--- src/rtl/player_motion_ctrl.sv ---
// Vertical-motion sequencer for the player sprite: grounded / rising / hover / falling.
// Define PLAYER_HOVER_EN to include the apex HOVER dwell; otherwise RISING exits straight to FALLING.
module player_motion_ctrl #(
    parameter int Y_WIDTH     = 4,
    parameter int START_Y     = 0,
    parameter int Y_MAX       = 15,
    parameter int MAX_RISE    = 4,
    parameter int HOVER_TICKS = 2
) (
    input  logic               clk,
    input  logic               reset,
    input  logic               tick,
    input  logic               jump,
    input  logic               platform_below,
    output logic [Y_WIDTH-1:0] y,
    output logic               on_platform,
    output logic               landed
);

    localparam int RW = $clog2(MAX_RISE + 1);
    localparam logic [Y_WIDTH-1:0] START_Y_C = START_Y[Y_WIDTH-1:0];
    localparam logic [Y_WIDTH-1:0] Y_MAX_C   = Y_MAX[Y_WIDTH-1:0];
    localparam logic [RW:0]        MAX_RISE_C = MAX_RISE[RW:0];

`ifdef PLAYER_HOVER_EN
    localparam int HW = (HOVER_TICKS > 1) ? $clog2(HOVER_TICKS) : 1;
    localparam int HOV_LOAD_I = HOVER_TICKS - 1;
    localparam logic [HW-1:0] HOV_LOAD = HOV_LOAD_I[HW-1:0];
`endif

    typedef enum logic [1:0] {
        ST_GROUNDED = 2'd0,
        ST_RISING   = 2'd1,
`ifdef PLAYER_HOVER_EN
        ST_HOVER    = 2'd2,
`endif
        ST_FALLING  = 2'd3
    } state_t;

    state_t              state_q, state_d;
    logic [Y_WIDTH-1:0]  y_q, y_d;
    logic                jump_q, jump_d;
    logic [RW-1:0]       rise_cnt_q, rise_cnt_d;
    logic                landed_q, landed_d;
`ifdef PLAYER_HOVER_EN
    logic [HW-1:0]       hov_cnt_q, hov_cnt_d;
`endif

    logic                jreq_s;
    logic                support_s;
    logic                y_lt_max_s;
    logic [RW:0]         rise_inc_s;

    assign jreq_s     = jump | jump_q;
    assign support_s  = platform_below | (y_q == {Y_WIDTH{1'b0}});
    assign y_lt_max_s = (y_q < Y_MAX_C);
    assign rise_inc_s = {1'b0, rise_cnt_q} + (RW + 1)'(1'b1);

    // State register: reset has priority over any tick.
    always_ff @(posedge clk) begin
        if (!reset) begin
            state_q    <= ST_GROUNDED;
            y_q        <= START_Y_C;
            jump_q     <= 1'b0;
            rise_cnt_q <= {RW{1'b0}};
            landed_q   <= 1'b0;
`ifdef PLAYER_HOVER_EN
            hov_cnt_q  <= {HW{1'b0}};
`endif
        end else begin
            state_q    <= state_d;
            y_q        <= y_d;
            jump_q     <= jump_d;
            rise_cnt_q <= rise_cnt_d;
            landed_q   <= landed_d;
`ifdef PLAYER_HOVER_EN
            hov_cnt_q  <= hov_cnt_d;
`endif
        end
    end

    // Next-state logic: motion only advances on tick; between ticks only the jump latch moves.
    always_comb begin
        state_d    = state_q;
        y_d        = y_q;
        rise_cnt_d = rise_cnt_q;
        landed_d   = 1'b0;
        jump_d     = jump_q | jump;
`ifdef PLAYER_HOVER_EN
        hov_cnt_d  = hov_cnt_q;
`endif
        if (tick) begin
            jump_d = 1'b0;
            case (state_q)
                ST_GROUNDED: begin
                    if (jreq_s && y_lt_max_s) begin
                        state_d    = ST_RISING;
                        y_d        = y_q + Y_WIDTH'(1'b1);
                        rise_cnt_d = {RW{1'b0}};
                    end else if (!support_s) begin
                        state_d = ST_FALLING;
                    end else begin
                        state_d = ST_GROUNDED;
                    end
                end
                ST_RISING: begin
                    if (jreq_s && y_lt_max_s && (rise_inc_s < MAX_RISE_C)) begin
                        y_d        = y_q + Y_WIDTH'(1'b1);
                        rise_cnt_d = rise_inc_s[RW-1:0];
                    end else begin
`ifdef PLAYER_HOVER_EN
                        state_d   = ST_HOVER;
                        hov_cnt_d = HOV_LOAD;
`else
                        state_d   = ST_FALLING;
`endif
                    end
                end
`ifdef PLAYER_HOVER_EN
                ST_HOVER: begin
                    if (hov_cnt_q == {HW{1'b0}}) begin
                        state_d = ST_FALLING;
                    end else begin
                        hov_cnt_d = hov_cnt_q - HW'(1'b1);
                    end
                end
`endif
                ST_FALLING: begin
                    if (support_s) begin
                        state_d  = ST_GROUNDED;
                        landed_d = 1'b1;
                    end else if (y_q != {Y_WIDTH{1'b0}}) begin
                        y_d = y_q - Y_WIDTH'(1'b1);
                    end else begin
                        y_d = y_q;
                    end
                end
                default: begin
                    state_d = ST_GROUNDED;
                end
            endcase
        end else begin
            jump_d = jump_q | jump;
        end
    end

    // Output decode from registered state.
    always_comb begin
        y           = y_q;
        on_platform = (state_q == ST_GROUNDED);
        landed      = landed_q;
    end

endmodule

--- config.mk ---
export PLATFORM = sky130hd
export DESIGN_NAME = player_motion_ctrl
export DESIGN_NICKNAME = d
export VERILOG_FILES = /design/src/rtl/player_motion_ctrl.sv
export SDC_FILE = /design/constraint.sdc
export NUM_CORES = 1
export LEC_CHECK = 0
export ABC_AREA = 1
export BUFFER_PORTS_ARGS = -buffer_cell sky130_fd_sc_hd__clkbuf_2
export CORE_AREA = 2 2 45 47
export CTS_BUF_LIST = sky130_fd_sc_hd__clkbuf_16
export DETAILED_ROUTE_END_ITERATION = 6
export DIE_AREA = 0 0 47 49
export SYNTH_ARGS = -nofsm -noshare
export SYNTH_HDL_FRONTEND = slang
export SYNTH_SLANG_ARGS = --single-unit
export TNS_END_PERCENT = 100
--- constraint.sdc ---
create_clock -name clk -period 3.7 [get_ports clk]
set_input_delay 0.74 -clock clk [delete_from_list [all_inputs] [get_ports clk]]
set_output_delay 0.74 -clock clk [all_outputs]
set_load 0.01 [all_outputs]
## Word level (Yosys, flattened, before mapping)

Index checks and enable logic that the tools add are counted.

- Bits in registers: 11
- Input bits: 5
- Output and inout bits: 6
- Logic and storage cells: 47

- Add/sub/neg operators: 3
- Order comparisons: 2
- Equality and inequality tests: 8
- Muxes and demuxes: 14
- Bitwise logic cells: 3
- Reductions and logical operators: 12

Operators by type and width:

| cell | number |
|---|---|
| $mux 4 | 4 |
| $pmux 4 s3 | 1 |
| $ne 2x2->1 const B | 5 |
| $mux 2 | 4 |
| $mux 3 | 2 |
| $pmux 2 s3 | 1 |
| $pmux 3 s2 | 1 |
| $reduce_and 3->1 | 2 |
| $reduce_and 6->1 | 1 |
| $add 3x1->4 const B | 1 |
| $add 4x1->4 const B | 1 |
| $logic_not 4->1 | 1 |
| $lt 4x3->1 const B | 1 |
| $lt 4x4->1 const B | 1 |
| $reduce_and 4->1 | 1 |
| $reduce_bool 4->1 | 1 |
| $sub 4x1->4 const B | 1 |
| $reduce_bool 3->1 | 1 |
| $eq 2x1->1 const B | 1 |
| $eq 2x2->1 const B | 1 |
| $logic_and 1x1->1 | 2 |
| $logic_not 2->1 | 1 |
| $ne 2x1->1 const B | 1 |
| $or 1x1->1 | 2 |
| other kinds (4) | 4 |

## Depth between registers and ports, before layout

Gate-level depths: netlist (run 1).

- Depth in word-level cells: 5
- Mapped depth: 12

## Worst setup path before layout (run 1)

OpenSTA, ideal clock, no wires.

- Path kind: input port to flip-flop
- Start point: in jump
- End point: reg y_q[0], in the netlist y[0]
- Library setup time: 0.113 ns
- Arrival: 1.399 ns
- Setup slack: 2.188 ns
- Stages on the path: 8
- Buffers on the path: 0
- Cells stage by stage: nor2_1 -> inv_1 -> o21ai_0 -> nand2_1 -> nand3_4 -> nor2_4 -> nor2_1 -> nor2_1

- Word-level cells in the longest chain between the ends: 5
- Elaborated cells between the ends (all ways): 6
- Those cells by class: 2 x eq/ne; 1 x bitwise; 3 x reduce/logical

Ends and longest elaborated chain:

| item | RTL line | text |
|---|---|---|
| from (decl) | 13 | `input logic jump,` |
| $or 1x1->1 (*) | 54 | `assign jreq_s = jump \| jump_q;` |
| $logic_and 1x1->1 (*) | 96, 107 |  |
| $logic_and 1x1->1 | 107 | `if (jreq_s && y_lt_max_s && (rise_inc_s < MAX_RISE_C)) begin` |
| $ne 2x2->1 (no source line) | - |  |
| $reduce_and 6->1 (no source line) (*) | - |  |
| to (signal assigned) | 72 | `y_q <= y_d;` |
| to (decl) | 41 | `logic [Y_WIDTH-1:0] y_q, y_d;` |

Every way passes the cells marked *; elsewhere a longest branch is shown, timed or not.
A chain may end at the register's enable or synchronous reset.

## Worst setup path in the final report (run 1)

- Start point: reg state_q[1]
- End point: out on_platform

- Word-level cells in the longest chain between the ends: 1

Ends and longest elaborated chain:

| item | RTL line | text |
|---|---|---|
| from (decl) | 40 | `state_t state_q, state_d;` |
| from (signal assigned) | 71 | `state_q <= state_d;` |
| $logic_not 2->1 | 150 | `on_platform = (state_q == ST_GROUNDED);` |
| to (decl) | 16 | `output logic on_platform,` |

No other way between the ends.

==> results.sh, run 1 <==
export IMPL_port_buffers=10
export IMPL_grt_pass1_wl_mm=2.72
export IMPL_cts_buffers=3
export IMPL_synth_nets=129
export IMPL_slowest_stage="dfxtp_1"
export IMPL_syn_inst=120
export IMPL_slew_headroom=0.785
export IMPL_ys_ff_latch=11
export IMPL_cts_buffer_depth=2
export IMPL_rsz0062_at_grt="false"
export IMPL_yosysSeqAreaShare=0.285
export IMPL_cts_resized=0
export IMPL_gp_congestion=0.820
export IMPL_crit_path_start_kind="flop"
export IMPL_drive_above_1_share=0.226
export IMPL_die_height_um=49
export IMPL_htreeDepth=1
export IMPL_fmax_mhz=590
export IMPL_gr_usage_all_layers=0.160
export IMPL_final_cell_mix="nand2_1 (30), nor2_1 (20), inv_1 (18)"
export IMPL_drt_wl_total_mm=1.55
export IMPL_setup_slack_ns=2.01
export IMPL_dieArea_um2=2300
export IMPL_grt_pass1_vias=676
export IMPL_clk_pin_slew_worst_paths_ns=0.04
export IMPL_outcome="finished, final reports clean"
export IMPL_path_max_fanout=4
export IMPL_cp_arrival_ns=0.95
export IMPL_max_cap_violations=0
export IMPL_path_buf_inv=1
export IMPL_post_cts_buffers=0
export IMPL_post_place_ws_ns=1.98
export IMPL_n_antenna_cell=0
export IMPL_fin_setup_tns_ns=0
export IMPL_dp_hpwl_mm=1.26
export IMPL_endpoint_kind="output pin"
export IMPL_grt_use_met3=0.0593
export IMPL_min_period_ns=1.69
export IMPL_finalNetCount=143
export IMPL_grt_max_degree=9
export IMPL_drtPass1Iterations=3
export IMPL_antenna_found_initial=0
export IMPL_hp_class="flop to flop"
export IMPL_drv_slew=0
export IMPL_io_pins=11
export IMPL_hold_viol_final=0
export IMPL_postCtsHoldBufs=0
export IMPL_period_share=0.458
export IMPL_path_cells="nor2_1 > clkbuf_2"
export IMPL_row_count=16
export IMPL_cts_root_buf="clkbuf_16"
export IMPL_area_growth_pct=20.4
export IMPL_drc=0
export IMPL_crit_type="flop to output pin"
export IMPL_cp_top_family="flip-flops"
export IMPL_syn_area_per_cell_um2=6.44
export IMPL_final_common_cell="nand2_1"
export IMPL_power_density_nw_per_um2=487
export IMPL_ys_warn_count=0
export IMPL_met1_usage=0.212
export IMPL_die_width_um=47
export IMPL_tightest_slew_ns=0.322
export IMPL_vias_per_cell=4.65
export IMPL_clock_latency_ns=0.24
export IMPL_core_area_um2=1840
export IMPL_cts_tree="built"
export IMPL_met2_usage=0.237
export IMPL_num_vias=744
export IMPL_gr_total_overflow=0
export IMPL_wl_per_cell_um=9.71
export IMPL_worstPathRequired_ns=2.96
export IMPL_max_vdd_ir_drop_mv=0.308
export IMPL_initialDrtViolationCount=13
export IMPL_busiest_layer="met2"
export IMPL_yosysUniqueCellTypes=20
export IMPL_netlist_area_um2=773
export IMPL_leakage_nw=0.476
export IMPL_ant_nets=0
export IMPL_initial_core_util=0.420
export IMPL_clock_sinks=11
export IMPL_nFillCells=185
export IMPL_setup_viol=0
export IMPL_whs_ns=0.469
export IMPL_skew_ns=0.00145
export IMPL_slowest_delay_ns=0.33
==> registers in the layout, indices dropped and copies added, names as in the netlist <==
signal,count
y,4
rise_cnt_q,3
landed,1
state_q,2
jump_q,1
==> cell families after synthesis <==
| group | count (synthesis) | share of synthesized area |
|---|---|---|
| adder cells (fa/ha/maj) | 4 | 0.0744 |
| XOR/XNOR | 3 | 0.0340 |
| flip-flops | 11 | 0.285 |
| AND/OR/NAND/NOR | 76 | 0.463 |
| buffers and inverters | 19 | 0.0938 |
| AO/OA/AOI/OAI | 7 | 0.0502 |
==> area by class of cell <==
cell class / instances / area, um^2 / share of cell area
multi-input combinational: 90 / 480 / 0.516
sequential: 11 / 220 / 0.237
inverter: 18 / 67.6 / 0.0726
tap: 27 / 33.8 / 0.0363
clock inverter: 1 / 3.75 / 0.00403
timing repair buffer: 10 / 50.0 / 0.0538
clock buffer: 3 / 75.1 / 0.0806
==> worst register-to-register path: stages (launching register included) <==
cell	delay (ns)
dfxtp_1	0.37
nand2_1	0.17
inv_1	0.17
ha_1	0.28
nand2_1	0.10
nand2_1	0.05
a21oi_1	0.11
nand2_1	0.06
nand2_1	0.06
nand3_1	0.08
nand2_1	0.07
nor2_1	0.04
==> metal layers <==
| layer | wire [um] | share of wire |
|---|---|---|
| met1 | 757 | 0.49 |
| met2 | 710 | 0.46 |
| met3 | 71 | 0.046 |
| met4 | 14 | 0.0090 |
| met5 | 0 | 0 |
==> Yosys cell counts <==
cell type	number	area, um^2
nor2_1	20	75.1
nor3_1	1	5.00
nand2_4	1	11.3
xnor2_1	1	8.76
a21oi_1	3	15.0
nand3_1	10	50.1
nand3_4	1	17.5
dfxtp_1	11	220
fa_1	1	20.0
nor2_4	1	11.3
ha_1	3	37.5
xor2_1	2	17.5
nand2_2	7	43.8
clkbuf_2	1	5.00
nor2_2	5	31.3
o21ai_0	3	15.0
a21oi_2	1	8.76
nand2_1	30	113
inv_1	17	63.8
inv_2	1	3.75
==> per-stage QoR <==
step	util	std cells	area, um^2	power, mW
floorplan	-	120	773	0.233
global placement	0.463	156	852	0.262
detailed placement	0.463	156	852	0.264
CTS	0.505	160	931	0.460
global route	0.505	160	931	0.486
finish	0.505	160	931	0.453
==> path summary, 6_finish.rpt <==
kind / startpoint / end / slack [ns] / depth (start not counted)
max: state_q[1] / on_platform / 2.01 / 2
min: rise_cnt_q[2] / rise_cnt_q[2] / 0.47 / 2
max reg2reg: state_q[0] / y[3] / 2.05 / 11
min reg2reg: rise_cnt_q[2] / rise_cnt_q[2] / 0.47 / 2
==> report_power, final <==
group	switching [mW]	total, mW	internal [mW]
Combinational	0.0699	0.113	0.0433
Sequential	0.0173	0.147	0.130
Clock	0.0508	0.192	0.142
Total	0.138	0.453	0.315
No activity file was read; power rests on OpenSTA's default activity.
==> run 2, diff against run 1 <==
--- a/config.mk
+++ b/config.mk
@@ -5,12 +5,12 @@
 export SDC_FILE = /design/constraint.sdc
 export NUM_CORES = 1
 export LEC_CHECK = 0
-export ABC_AREA = 1
+export ABC_AREA = 0
 export BUFFER_PORTS_ARGS = -buffer_cell sky130_fd_sc_hd__clkbuf_2
-export CORE_AREA = 2 2 45 47
+export CORE_AREA = 2 2 41 43
 export CTS_BUF_LIST = sky130_fd_sc_hd__clkbuf_16
 export DETAILED_ROUTE_END_ITERATION = 6
-export DIE_AREA = 0 0 47 49
+export DIE_AREA = 0 0 43 45
 export SYNTH_ARGS = -nofsm -noshare
 export SYNTH_HDL_FRONTEND = slang
 export SYNTH_SLANG_ARGS = --single-unit
==> constraint.sdc (replaced) <==
create_clock -name clk -period 1.7 [get_ports clk]
set_input_delay 0.34 -clock clk [delete_from_list [all_inputs] [get_ports clk]]
set_output_delay 0.34 -clock clk [all_outputs]
set_load 0.01 [all_outputs]
==> run 2 against run 1 <==
Clock skew increased by 0.0055 ns; sequential cell count is the same; non-clock buffer count grew 5; routed wire length shrank 18%; critical path depth rose by 6; count of clock-buffer cells in the layout is the same; largest cell class unchanged; via count shrank 27%; final cell count fell by 35%; utilization grew 4.6 points; highest routed layer is now met3; clock power is 120% higher; sequential power is 91% higher.
==> results.sh, run 2 <==
export IMPL_worst_r2r_path_depth=8
export IMPL_gp_congestion=0.783
export IMPL_path_max_fanout=3
export IMPL_postCtsHoldBufs=0
export IMPL_netlist_area_um2=619
export IMPL_die_width_um=43
export IMPL_syn_inst=70
export IMPL_synth_nets=79
export IMPL_fin_setup_tns_ns=0
export IMPL_gr_total_overflow=0
export IMPL_timing_rr_end="y[3]"
export IMPL_cts_resized=0
export IMPL_skew_ns=0.00692
export IMPL_min_period_ns=1.62
export IMPL_drc=0
export IMPL_swShare=0.227
export IMPL_drtPass1Iterations=4
export IMPL_drive_above_1_share=0.330
export IMPL_synthTopCellsByArea="dfxtp_1 (36%), ha_1 (6.1%), a21oi_1 (4.8%), nand2_1 (4.2%), xnor2_1 (4.2%)"
export IMPL_drv_slew=0
export IMPL_placed_cell_area_um2=732
export IMPL_hold_viol_final=0
export IMPL_leakage_nw=0.371
export IMPL_cts_buffer_depth=2
export IMPL_yosys_most_used_dff="dfxtp_1"
export IMPL_max_vdd_ir_drop_mv=0.655
export IMPL_rsz0062_at_grt="true"
export IMPL_yosysTopAreaCellShare=0.356
export IMPL_tightest_slew_ns=0.395
export IMPL_io_pins=11
export IMPL_ff_latch_area_um2=223
export IMPL_outcome="finished, final reports clean"
export IMPL_initialDrtViolationCount=15
export IMPL_multi_input_area_um2=380
export IMPL_max_cap_violations=0
export IMPL_fmax_mhz=616
export IMPL_area_growth_pct=31.1
export IMPL_gr_usage_all_layers=0.154
export IMPL_cp_arrival_ns=1.80
export IMPL_clock_sinks=11
export IMPL_row_count=14
export IMPL_ys_async_sr_fraction=0
export IMPL_final_common_cell="clkbuf_2"
export IMPL_ys_warn_count=0
export IMPL_crit_path_start_kind="flop"
export IMPL_layout_cells_non_filler=104
export IMPL_grt_pass1_vias=481
export IMPL_combPwrFrac=0.113
export IMPL_setup_viol=0
export IMPL_clock_latency_ns=0.24
export IMPL_syn_area_per_cell_um2=8.85
export IMPL_yosysSeqAreaShare=0.356
export IMPL_yosysUniqueCellTypes=29
export IMPL_fin_area_um2=812
export IMPL_cts_root_buf="clkbuf_16"
export IMPL_ys_ff_latch=11
export IMPL_cts_buffers=3
export IMPL_largest_reg_flops=4
export IMPL_hp_class="input port to flop"
export IMPL_wl_per_cell_um=12.3
export IMPL_htreeDepth=1
export IMPL_place_inst=100
export IMPL_power_internal_uw=618
export IMPL_yosys_cell_count_top_type="dfxtp_1"
export IMPL_reg2reg_from="state_q[0]"
export IMPL_vias_per_cell=5.25
export IMPL_r2r_setup_slack_ns=0.08
export IMPL_post_cts_buffers=0
export IMPL_worstPathRequired_ns=1.87
export IMPL_synth_common_cells="dfxtp_1 (11), nand2_1 (7), a21oi_1 (6), nor2_1 (6)"
export IMPL_synth_edf_count=0
export IMPL_antenna_found_initial=0
export IMPL_period_share=0.955
export IMPL_initial_core_util=0.421
export IMPL_power_density_nw_per_um2=985
export IMPL_clk_pin_slew_worst_paths_ns=0.05
export IMPL_grt_pass1_wl_mm=2.19
export IMPL_synth_top_cell_by_area="dfxtp_1"
export IMPL_fin_util=0.552
export IMPL_p_seq_frac=0.351
export IMPL_slew_headroom=0.730
export IMPL_final_cell_mix="clkbuf_2 (10), dfxtp_1 (9), nor2_1 (6), nand2_1 (6)"
export IMPL_endpoint="y[3]"
export IMPL_startpoint="state_q[0]"
export IMPL_grt_max_degree=10
export IMPL_crit_type="flop to flop"
export IMPL_drt_wl_total_mm=1.27
export IMPL_endpoint_kind="flop"
export IMPL_dieArea_um2=1940
export IMPL_report_power_total_uw=800
export IMPL_num_vias=546
export IMPL_clockPowerShare=0.536
export IMPL_cts_tree="built"
export IMPL_die_height_um=45
export IMPL_finalNetCount=98
export IMPL_ant_nets=0
export IMPL_core_area_um2=1470
export IMPL_port_buffers=10
export IMPL_nFillCells=136
export IMPL_n_antenna_cell=0
export IMPL_switchingPower_uw=181
export IMPL_dp_hpwl_um=972
## run 2: area by class of cell
| type | instances | share of cell area |
|---|---|---|
| Clock buffer | 3 | 0.0924 |
| Clock inverter | 1 | 0.00462 |
| Inverter | 6 | 0.0277 |
| Multi-Input combinational cell | 52 | 0.468 |
| Sequential cell | 11 | 0.274 |
| Tap cell | 16 | 0.0247 |
| Timing Repair Buffer | 15 | 0.108 |
## run 2: how the worst min path moves through the flow
stage                   from             to  depth (start not counted)
2_1_floorplan           tick         jump_q                          1
3_3_place_gp   rise_cnt_q[1]  rise_cnt_q[1]                          2
3_5_place_dp   rise_cnt_q[1]  rise_cnt_q[1]                          2
4_1_cts                 tick         jump_q                          2
5_1_grt                reset     state_q[1]                          2
6_report               reset     state_q[1]                          2
## run 2: stage by stage
| stage | hold WS [ns] | worst slack (ns) |
|---|---|---|
| 2_1_floorplan | 0.419 | 0.0143 |
| 3_5_place_dp | 0.468 | 0.0409 |
| 6_report | 0.351 | 0.0772 |
| 4_1_cts | 0.351 | 0.0401 |
| 5_1_grt | 0.360 | -0.00735 |
| 3_3_place_gp | 0.456 | 0.0978 |
## run 2: critical path: stages, from the launching register on
cell and delay [ns]:
dfxtp_2 0.33, nand2_4 0.06, inv_1 0.05, ha_1 0.26, a21o_1 0.19, a21oi_2 0.14, xnor2_1 0.08, or3_1 0.30
a21oi_1 0.13
## run 2: metal layers
metal	GRT usage	wire [um]
met1	0.204	618
met2	0.239	589
met3	0.0600	65
met4	0.0364	0
met5	0	0
## run 2: cells by family (layout without fill, tap and decap cells)
logic type,after synthesis,after routing,share of synthesized area
simple gates,27,27,0.261
compound gates,17,17,0.184
flops,11,11,0.356
buf+inv,7,25,0.0485
fa+ha+maj,4,4,0.0929
xor+xnor,3,3,0.0424
mux,1,1,0.0162
## run 2: power groups by stage
stage,clock network (mW),logic [mW],registers (mW)
floorplan,0,0.0587,0.284
global placement,0,0.0908,0.285
detailed placement,0,0.0914,0.285
CTS,0.438,0.0918,0.280
global route,0.451,0.103,0.282
finish,0.428,0.0907,0.281
